===== config.mk =====
export PLATFORM = sky130hd
export DESIGN_NAME = fetch_queue
export DESIGN_NICKNAME = d
export VERILOG_FILES = /design/src/rtl/fetch_queue.sv
export SDC_FILE = /design/constraint.sdc
export NUM_CORES = 1
export LEC_CHECK = 0
export ABC_CLOCK_PERIOD_IN_PS = 5800
export CAP_MARGIN = 5
export CORE_MARGIN = 5
export CORE_UTILIZATION = 40
export CTS_BUF_LIST = sky130_fd_sc_hd__clkbuf_8
export CTS_CLUSTER_DIAMETER = 100
export CTS_CLUSTER_SIZE = 28
export DETAILED_ROUTE_END_ITERATION = 16
export PLACE_DENSITY = 0.67
export SETUP_SLACK_MARGIN = 0.5
export SKIP_CTS_REPAIR_TIMING = 1
export SLEW_MARGIN = 10
export SYNTH_ARGS = -nofsm -noshare
export SYNTH_HDL_FRONTEND = slang
export SYNTH_SLANG_ARGS = --single-unit

===== constraint.sdc =====
create_clock -name clk -period 5.8 [get_ports clk]
set_input_delay 1.16 -clock clk [delete_from_list [all_inputs] [get_ports clk]]
set_output_delay 1.16 -clock clk [all_outputs]
set_load 0.02 [all_outputs]

===== src/rtl/fetch_queue.sv =====
// Instruction-fetch front end: PC generator, one-cycle imem request path and a
// DEPTH-entry {pc, inst} prefetch FIFO. Define FETCHQ_BYPASS_EN for the empty-FIFO bypass.
module fetch_queue #(
  parameter int unsigned     XLEN     = 64,
  parameter int unsigned     ILEN     = 32,
  parameter int unsigned     ADDR_W   = 16,
  parameter int unsigned     DEPTH    = 4,
  parameter logic [XLEN-1:0] RESET_PC = '0
) (
  input  logic                       clk,
  input  logic                       rst,
  input  logic                       fetch_en,
  output logic                       im_req,
  output logic [ADDR_W-1:0]          im_addr,
  input  logic [ILEN-1:0]            im_rdata,
  input  logic                       redirect_valid,
  input  logic [XLEN-1:0]            redirect_pc,
  output logic                       d_valid,
  input  logic                       d_ready,
  output logic [XLEN-1:0]            d_pc,
  output logic [ILEN-1:0]            d_inst,
  output logic [$clog2(DEPTH+1)-1:0] occupancy
);

  localparam int unsigned PtrW = $clog2(DEPTH);
  localparam int unsigned CntW = $clog2(DEPTH+1);

`ifdef FETCHQ_BYPASS_EN
  localparam bit BypassEn = 1'b1;
`else
  localparam bit BypassEn = 1'b0;
`endif

  logic [XLEN-1:0] fetch_pc_q, fetch_pc_d;
  logic [PtrW-1:0] wr_ptr_q, wr_ptr_d;
  logic [PtrW-1:0] rd_ptr_q, rd_ptr_d;
  logic [CntW-1:0] count_q, count_d;
  logic            inflight_q, inflight_d;
  logic [XLEN-1:0] inflight_pc_q, inflight_pc_d;
  logic            kill_q, kill_d;
  logic [XLEN-1:0] pc_mem_q   [DEPTH];
  logic [ILEN-1:0] inst_mem_q [DEPTH];

  logic            resp_valid;
  logic            fifo_empty;
  logic            bypass_sel;
  logic            pop;
  logic            fifo_pop;
  logic            push;
  logic [CntW:0]   pending;
  logic            unused_rpc;

  assign unused_rpc = ^redirect_pc[1:0];

  always_comb begin
    resp_valid = inflight_q & ~kill_q;
    fifo_empty = (count_q == '0);
    bypass_sel = BypassEn & fifo_empty & resp_valid;
    d_valid    = rst & ~redirect_valid & (~fifo_empty | bypass_sel);
    pop        = d_valid & d_ready;
    fifo_pop   = pop & ~fifo_empty;
    // A bypassed response accepted in the same cycle never touches the FIFO.
    push       = resp_valid & ~redirect_valid & ~(bypass_sel & d_ready);
    pending    = {1'b0, count_q} + (CntW+1)'(inflight_q) - (CntW+1)'(pop);
    im_req     = rst & fetch_en & ~redirect_valid & (pending < (CntW+1)'(DEPTH));
    im_addr    = fetch_pc_q[ADDR_W-1:0];
    d_pc       = bypass_sel ? inflight_pc_q : pc_mem_q[rd_ptr_q];
    d_inst     = bypass_sel ? im_rdata : inst_mem_q[rd_ptr_q];
    occupancy  = count_q;
  end

  always_comb begin
    fetch_pc_d    = fetch_pc_q;
    wr_ptr_d      = wr_ptr_q;
    rd_ptr_d      = rd_ptr_q;
    count_d       = count_q;
    inflight_d    = im_req;
    inflight_pc_d = im_req ? fetch_pc_q : inflight_pc_q;
    kill_d        = 1'b0;
    if (redirect_valid) begin
      fetch_pc_d = {redirect_pc[XLEN-1:2], 2'b00};
      wr_ptr_d   = '0;
      rd_ptr_d   = '0;
      count_d    = '0;
      kill_d     = inflight_q;
    end else begin
      if (im_req)   fetch_pc_d = fetch_pc_q + XLEN'(4);
      if (push)     wr_ptr_d   = wr_ptr_q + PtrW'(1);
      if (fifo_pop) rd_ptr_d   = rd_ptr_q + PtrW'(1);
      count_d = count_q + CntW'(push) - CntW'(fifo_pop);
    end
  end

  always_ff @(posedge clk or negedge rst) begin
    if (!rst) begin
      fetch_pc_q    <= RESET_PC;
      wr_ptr_q      <= '0;
      rd_ptr_q      <= '0;
      count_q       <= '0;
      inflight_q    <= 1'b0;
      inflight_pc_q <= '0;
      kill_q        <= 1'b0;
    end else begin
      fetch_pc_q    <= fetch_pc_d;
      wr_ptr_q      <= wr_ptr_d;
      rd_ptr_q      <= rd_ptr_d;
      count_q       <= count_d;
      inflight_q    <= inflight_d;
      inflight_pc_q <= inflight_pc_d;
      kill_q        <= kill_d;
    end
  end

  // Storage is cleared on reset so the head outputs read zero while in reset.
  always_ff @(posedge clk or negedge rst) begin
    if (!rst) begin
      for (int i = 0; i < DEPTH; i++) begin
        pc_mem_q[i]   <= '0;
        inst_mem_q[i] <= '0;
      end
    end else if (push) begin
      pc_mem_q[wr_ptr_q]   <= inflight_pc_q;
      inst_mem_q[wr_ptr_q] <= im_rdata;
    end
  end

  push_not_full: assert property (@(posedge clk) disable iff (!rst)
    !(push && (count_q == CntW'(DEPTH))));

endmodule


==> results of run 1 <==
logic make-up (layout without fill, tap and decap cells):
group                    Yosys count  in the layout  share of synthesized area, %
flip-flops                       509            509                         55.13
AO/OA/AOI/OAI                    127            127                         3.807
other                              1              5                       0.01623
adder cells (fa/ha/maj)           11             11                        0.6282
XOR/XNOR                          13             13                        0.4928
AND/OR/NAND/NOR                  257            257                         6.281
multiplexers                     533            533                         30.55
buffers and inverters            145            292                         3.097
power by group:
group / leakage [nW] / internal, mW / switching, mW / total, mW
clock network: 0.261 / 0.544 / 1.15 / 1.70
registers: 6.59 / 4.25 / 0.554 / 4.80
logic: 4.32 / 1.51 / 1.19 / 2.70
total: 11.2 / 6.30 / 2.90 / 9.20
how the worst min path moves through the flow:
stage	end	slack [ps]
2_1_floorplan	inst_mem_q[32]	480
3_5_place_dp	inst_mem_q[55]	490
4_1_cts	pc_mem_q[130]	440
5_1_grt	pc_mem_q[127]	440
6_report	pc_mem_q[130]	490
3_3_place_gp	inst_mem_q[55]	480
flip-flops by register name, indices dropped and copies added (netlist names):
signal         cells
inflight_pc_q     62
inst_mem_q       128
occupancy          3
wr_ptr_q           2
fetch_pc_q        62
rd_ptr_q           2
kill_q             1
inflight_q         1
pc_mem_q         248
layout make-up:
class,instances,area [um^2],area share [%]
diodes,1,2.502,0.009483
repair buffers,233,2380,9.018
inverters,22,83.83,0.3177
clock buffers,27,371.6,1.408
well taps,765,957.2,3.627
clock inverters,10,141.4,0.5358
flip-flops and latches,509,12740,48.30
multi-input cells,945,9707,36.79
layer usage:
layer,up-vias,global-route usage [%],wire length (um)
met5,-,0,34
met4,6,3.961,1382
met3,66,3.354,2851
met2,300,29.31,27200
met1,7453,24.67,25170
li1,6200,-,-
worst max-delay path, stage by stage:
cell and delay, ps:
clkdlybuf4s50_1 460, nor4bb_1 340, ha_1 210, inv_1 40
ha_1 250, and3b_1 180, buf_4 150, or4b_1 530
a311oi_4 360, dlymetal6s2s_1 280
cells in the final DEF, fill, tap and decap left out, types with 5 or more instances in the layout:
master	netlist	final
buf_12	0	8
nand2_1	32	32
ha_1	10	10
mux4_2	94	94
or3_1	14	14
a31o_2	5	5
dfrtp_1	509	507
nand3_1	29	29
a31oi_1	46	46
a311oi_1	5	5
o21ai_0	25	25
xnor2_1	9	9
or4_1	26	26
nor4_1	9	9
o31ai_1	26	25
clkdlybuf4s50_1	0	208
and3_1	11	11
and4_1	7	7
nand4_1	29	29
buf_4	19	14
o31a_1	5	5
nor2_1	66	66
inv_1	22	22
clkbuf_8	0	27
mux2_2	388	388
nor3_1	5	5
mux2_1	50	50
through the flow:
step	cell area, um^2	utilization [%]
3_3_place_gp	25870	45.01
6_report	26390	45.91
3_5_place_dp	25870	45.01
4_1_cts	26380	45.90
5_1_grt	26390	45.91
2_1_floorplan	23120	-
==> results.ini, run 1 <==
[logic_synthesis]
synth_cell_types = 58
synthArstFlopShare_pct = 100.0
synthTopCellsByCount = dfrtp_1 (509), mux2_2 (388), mux4_2 (94), nor2_1 (66), mux2_1 (50)
synth_top_flop_cell = dfrtp_1
yosysSeqAreaShare_pct = 55.13
yosysTopAreaCellShare_pct = 55.13
synth_area_leaders = dfrtp_1 (55%), mux2_2 (19%), mux4_2 (9.2%)
yosysTopAreaCell = dfrtp_1
synth_cells = 1596
ys_ff_latch = 509
synth.avg_cell_area_um2 = 14.48
synthesis.area_um2 = 23110
ys_warn_count = 0
yosysMostFrequentCell = dfrtp_1
synth_edf_count = 0

[timing]
slew_viol_final = 0
setup_viol = 0
hold_viol_final = 0
min_period_ps = 5139
timing.final.crit_share_pct = 88.60
slew_headroom_pct = 30.45
worstMarginPinSlew_ps = 1043
grt_setup_unrepaired = false
clock_skew_ps = 36.79
timing.setup.tns_ps = 0
fmax_mhz = 194.6
hold-worst-slack_ps = 494.5
fin_ws_ps = 661.4

[global_routing]
grt_pass1_vias = 14840
track_usage_pct = 17.74
grt_overflow_total = 0
antenna_found_initial = 4
grt_pass1_wl_mm = 89.09
grt_max_degree = 191

[critical_path]
crit_type = primary input to primary output
cp.arrival_ps = 3980
reg2reg_slack_ps = 1720
critPathLaunchType = primary input
worstPathRequired_ps = 4640
end_kind = primary output
r2r_start = occupancy[2]
reg2reg_depth = 11
crit_start = d_ready
crit_path_end = im_req
cp_max_fo = 5
worst_r2r_endpoint = inflight_pc_q[35]

[clock_tree]
numCtsBuffers = 24
path_clk_slew_ps = 170
tritoncts = built
insertion_delay_ps = 660
clockRootBuffer = clkbuf_8
cts_max_level = 1
clockBufferDepth = 3
cts_num_sinks = 509

[placement]
dp_hpwl_mm = 36.99
routabilityCongestion = 0.7900
pre_cts_slack_ps = 257.1
place_inst = 2474
port_buffers = 211

[finish]
synthToLayoutAreaGrowth_pct = 14.20
drive_above_1_share_pct = 32.53
nFillCells = 5084
finalNonFillerCells = 2512
fin_nets = 1847

[drt]
dr_total_vias = 14030
first_pass_iters = 5
antenna_left = 0
route.final.wire_length_mm = 56.64
wl_per_cell_um = 22.55
vias_per_cell = 5.583
drt_iter0_markers = 796
drc = 0

[floorplanning]
num_rows = 88
die_area_um2 = 62670
die_h_um = 250.3
die_x_um = 250.3
start_util_pct = 40.20
io_pins = 218
core_area_um2 = 57480

[hold_path]
min_path_type = primary input to async pin

[power_and_ir_drop]
ir_drop_uv = 287.7
p_leak_nw = 11.17
p_total_mw = 9.195
p_per_area_nw_per_um2 = 348.5

[run]
cap_violations = 0

[status]
status = complete, no violations

Power figures use the tool's default switching activity.
==> run 2: changes to the inputs <==
--- a/config.mk
+++ b/config.mk
@@ -5,15 +5,14 @@
 export SDC_FILE = /design/constraint.sdc
 export NUM_CORES = 1
 export LEC_CHECK = 0
-export ABC_CLOCK_PERIOD_IN_PS = 5800
 export CAP_MARGIN = 5
 export CORE_MARGIN = 5
-export CORE_UTILIZATION = 40
+export CORE_UTILIZATION = 45
 export CTS_BUF_LIST = sky130_fd_sc_hd__clkbuf_8
 export CTS_CLUSTER_DIAMETER = 100
 export CTS_CLUSTER_SIZE = 28
 export DETAILED_ROUTE_END_ITERATION = 16
-export PLACE_DENSITY = 0.67
+export PLACE_DENSITY = 0.73
 export SETUP_SLACK_MARGIN = 0.5
 export SKIP_CTS_REPAIR_TIMING = 1
 export SLEW_MARGIN = 10
==> run 2 against run 1 <==
Total power down 2.9%. Die area is 11% lower. Sequential share of layout area increased by 0.56 points. Worst hold slack better by 20 ps. Cell count decreased by 3.7%. Register-to-register slack improved by 120 ps. Count of clock-buffer cells in the layout decreased by 4. Largest cell class unchanged.
==> results.ini, run 2 (synthesis results as in run 1) <==
[critical_path]
cp_max_fo = 9  ; was 5
cp_slowest_stage_delay_ps = 570  ; was 530 ps
path_buf_inv = 3  ; was 4
worstPathRequired_ps = 4640  ; about the same
crit_type = primary input to primary output  ; unchanged
cp.arrival_ps = 3870  ; was 3980 ps
end_kind = primary output  ; unchanged
slowest_stage = or4_4  ; was or4b_1
critPathLaunchType = primary input  ; unchanged
crit_top_cell = ha_1  ; unchanged
cp_top_family = simple AND/OR/NAND/NOR gates  ; unchanged
crit_chain = clkdlybuf4s50_1 > nor4bb_1 > ha_1 > inv_1 > ha_1 > and3b_1 > or4_4 > a311oi_4 > clkbuf_2  ; was clkdlybuf4s50_1 > nor4bb_1 > ha_1 > inv_1 > ha_1 > and3b_1 > buf_4 > or4b_1 > a311oi_4 > dlymetal6s2s_1

[drt]
wl_per_cell_um = 22.78  ; was 22.55 um
vias_per_cell = 5.801  ; was 5.583
antenna_left = 0  ; unchanged
route.final.wire_length_mm = 55.09  ; was 56.64 mm
drc = 0  ; unchanged
drt_iter0_markers = 983  ; was 796
dr_total_vias = 14030  ; about the same
first_pass_iters = 5  ; unchanged

[timing]
clock_skew_ps = 36.49  ; was 36.79 ps
timing.setup.tns_ps = 0  ; unchanged
min_period_ps = 5032  ; was 5139 ps
timing.final.crit_share_pct = 86.76  ; was 88.60%
slew_viol_final = 0  ; unchanged
slew_headroom_pct = 24.85  ; was 30.45%
hold_viol_final = 0  ; unchanged
fin_ws_ps = 767.9  ; was 661.4 ps
fmax_mhz = 198.7  ; was 194.6 MHz
setup_viol = 0  ; unchanged
worstMarginPinSlew_ps = 1127  ; was 1043 ps
grt_setup_unrepaired = false  ; unchanged

[clock_tree]
clockRootBuffer = clkbuf_8  ; unchanged
cts_num_sinks = 509  ; unchanged
tritoncts = built  ; unchanged
insertion_delay_ps = 650  ; was 660 ps
numCtsBuffers = 22  ; was 24
path_clk_slew_ps = 120  ; was 170 ps
clockBufferDepth = 3  ; unchanged
cts_max_level = 1  ; unchanged

[finish]
synthToLayoutAreaGrowth_pct = 12.90  ; was 14.20%
final_common_cell = dfrtp_1  ; unchanged
largest_reg_flops = 248  ; unchanged
fin_nets = 1846  ; was 1847
final_cell_mix = dfrtp_1 (507), mux2_2 (388), clkdlybuf4s50_1 (208), mux4_2 (94), nor2_1 (66)  ; unchanged
final_core_util_pct = 51.06  ; was 45.91%
top_regs = pc_mem_q: 248 flops, inst_mem_q: 128 flops  ; unchanged
drive_above_1_share_pct = 32.14  ; was 32.53%
regMostFlops = pc_mem_q  ; unchanged

[global_routing]
grt_overflow_total = 0  ; unchanged
track_usage_pct = 19.53  ; was 17.74%
grt_pass1_wl_mm = 87.67  ; was 89.09 mm
antenna_found_initial = 2  ; was 4
grt_max_degree = 97  ; was 191
grt_pass1_vias = 14760  ; was 14.84k

[floorplanning]
num_rows = 83  ; was 88
io_pins = 218  ; unchanged
start_util_pct = 45.22  ; was 40.20%
die_h_um = 236.6  ; was 250.3 um
core_area_um2 = 51090  ; was 57480 um^2
die_area_um2 = 55980  ; was 62670 um^2
die_x_um = 236.6  ; was 250.3 um

[placement]
routabilityCongestion = 0.8240  ; was 0.7900
pre_cts_slack_ps = 203.7  ; was 257.1 ps
port_buffers = 211  ; unchanged
dp_hpwl_mm = 35.86  ; was 36.99 mm

[hold_path]
min_path_type = flip-flop to flip-flop  ; was primary input to async pin

[status]
status = complete, no violations  ; unchanged

[run]
cap_violations = 0  ; unchanged

[power_and_ir_drop]
p_per_area_nw_per_um2 = 342.1  ; was 348.5 nW/um^2
ir_drop_uv = 224.1  ; was 287.7 uV
p_leak_nw = 11.08  ; was 11.17 nW

## run 2: path summary, 6_finish.rpt
path | startpoint | endpoint | slack, ps | depth (start not counted)
max | d_ready | im_req | 770 | 9
min | pc_mem_q[80] | pc_mem_q[80] | 510 | 1
max reg2reg | occupancy[1] | inflight_pc_q[11] | 1840 | 10
min reg2reg | pc_mem_q[80] | pc_mem_q[80] | 510 | 1
max in group asynchronous | rst | inflight_pc_q[30] | 2500 | 5
min in group asynchronous | rst | pc_mem_q[254] | 540 | 2
## run 2: layer usage
metal	vias to the layer above	track usage, %	share of wire [%]
met1	7470	27.98	45
met4	2	3.726	1.8
met3	45	3.215	4.8
li1	6200	-	-
met2	311	32.12	49
met5	-	0	0.024
## run 2: area by class of cell
cell class	instances	area (um^2)
diodes	2	5.005
clock buffers	23	316.6
clock inverters	3	37.54
fillers	4312	25010
inverters	22	82.58
multi-input cells	945	9707
flip-flops and latches	509	12740
well taps	680	850.8
repair buffers	234	2342
## run 2: power breakdown
part           switching, mW  internal [mW]
combinational           1.20           1.50
clock                   1.06          0.373
sequential             0.547           4.25
total                   2.80           6.12
## run 2: stage by stage
| stage | hold WS (ps) | power, mW | std cells | cell area [um^2] |
|---|---|---|---|---|
| 3_5_place_dp | 489.9 | 7.598 | 2390 | 25730 |
| 3_3_place_gp | 483.2 | 7.482 | 2390 | 25730 |
| 4_1_cts | 475.2 | 9.032 | 2416 | 26090 |
| 6_report | 514.3 | 8.925 | 2418 | 26090 |
| 5_1_grt | 488.5 | 9.402 | 2417 | 26080 |
| 2_1_floorplan | 475.2 | 6.313 | 1599 | 23120 |
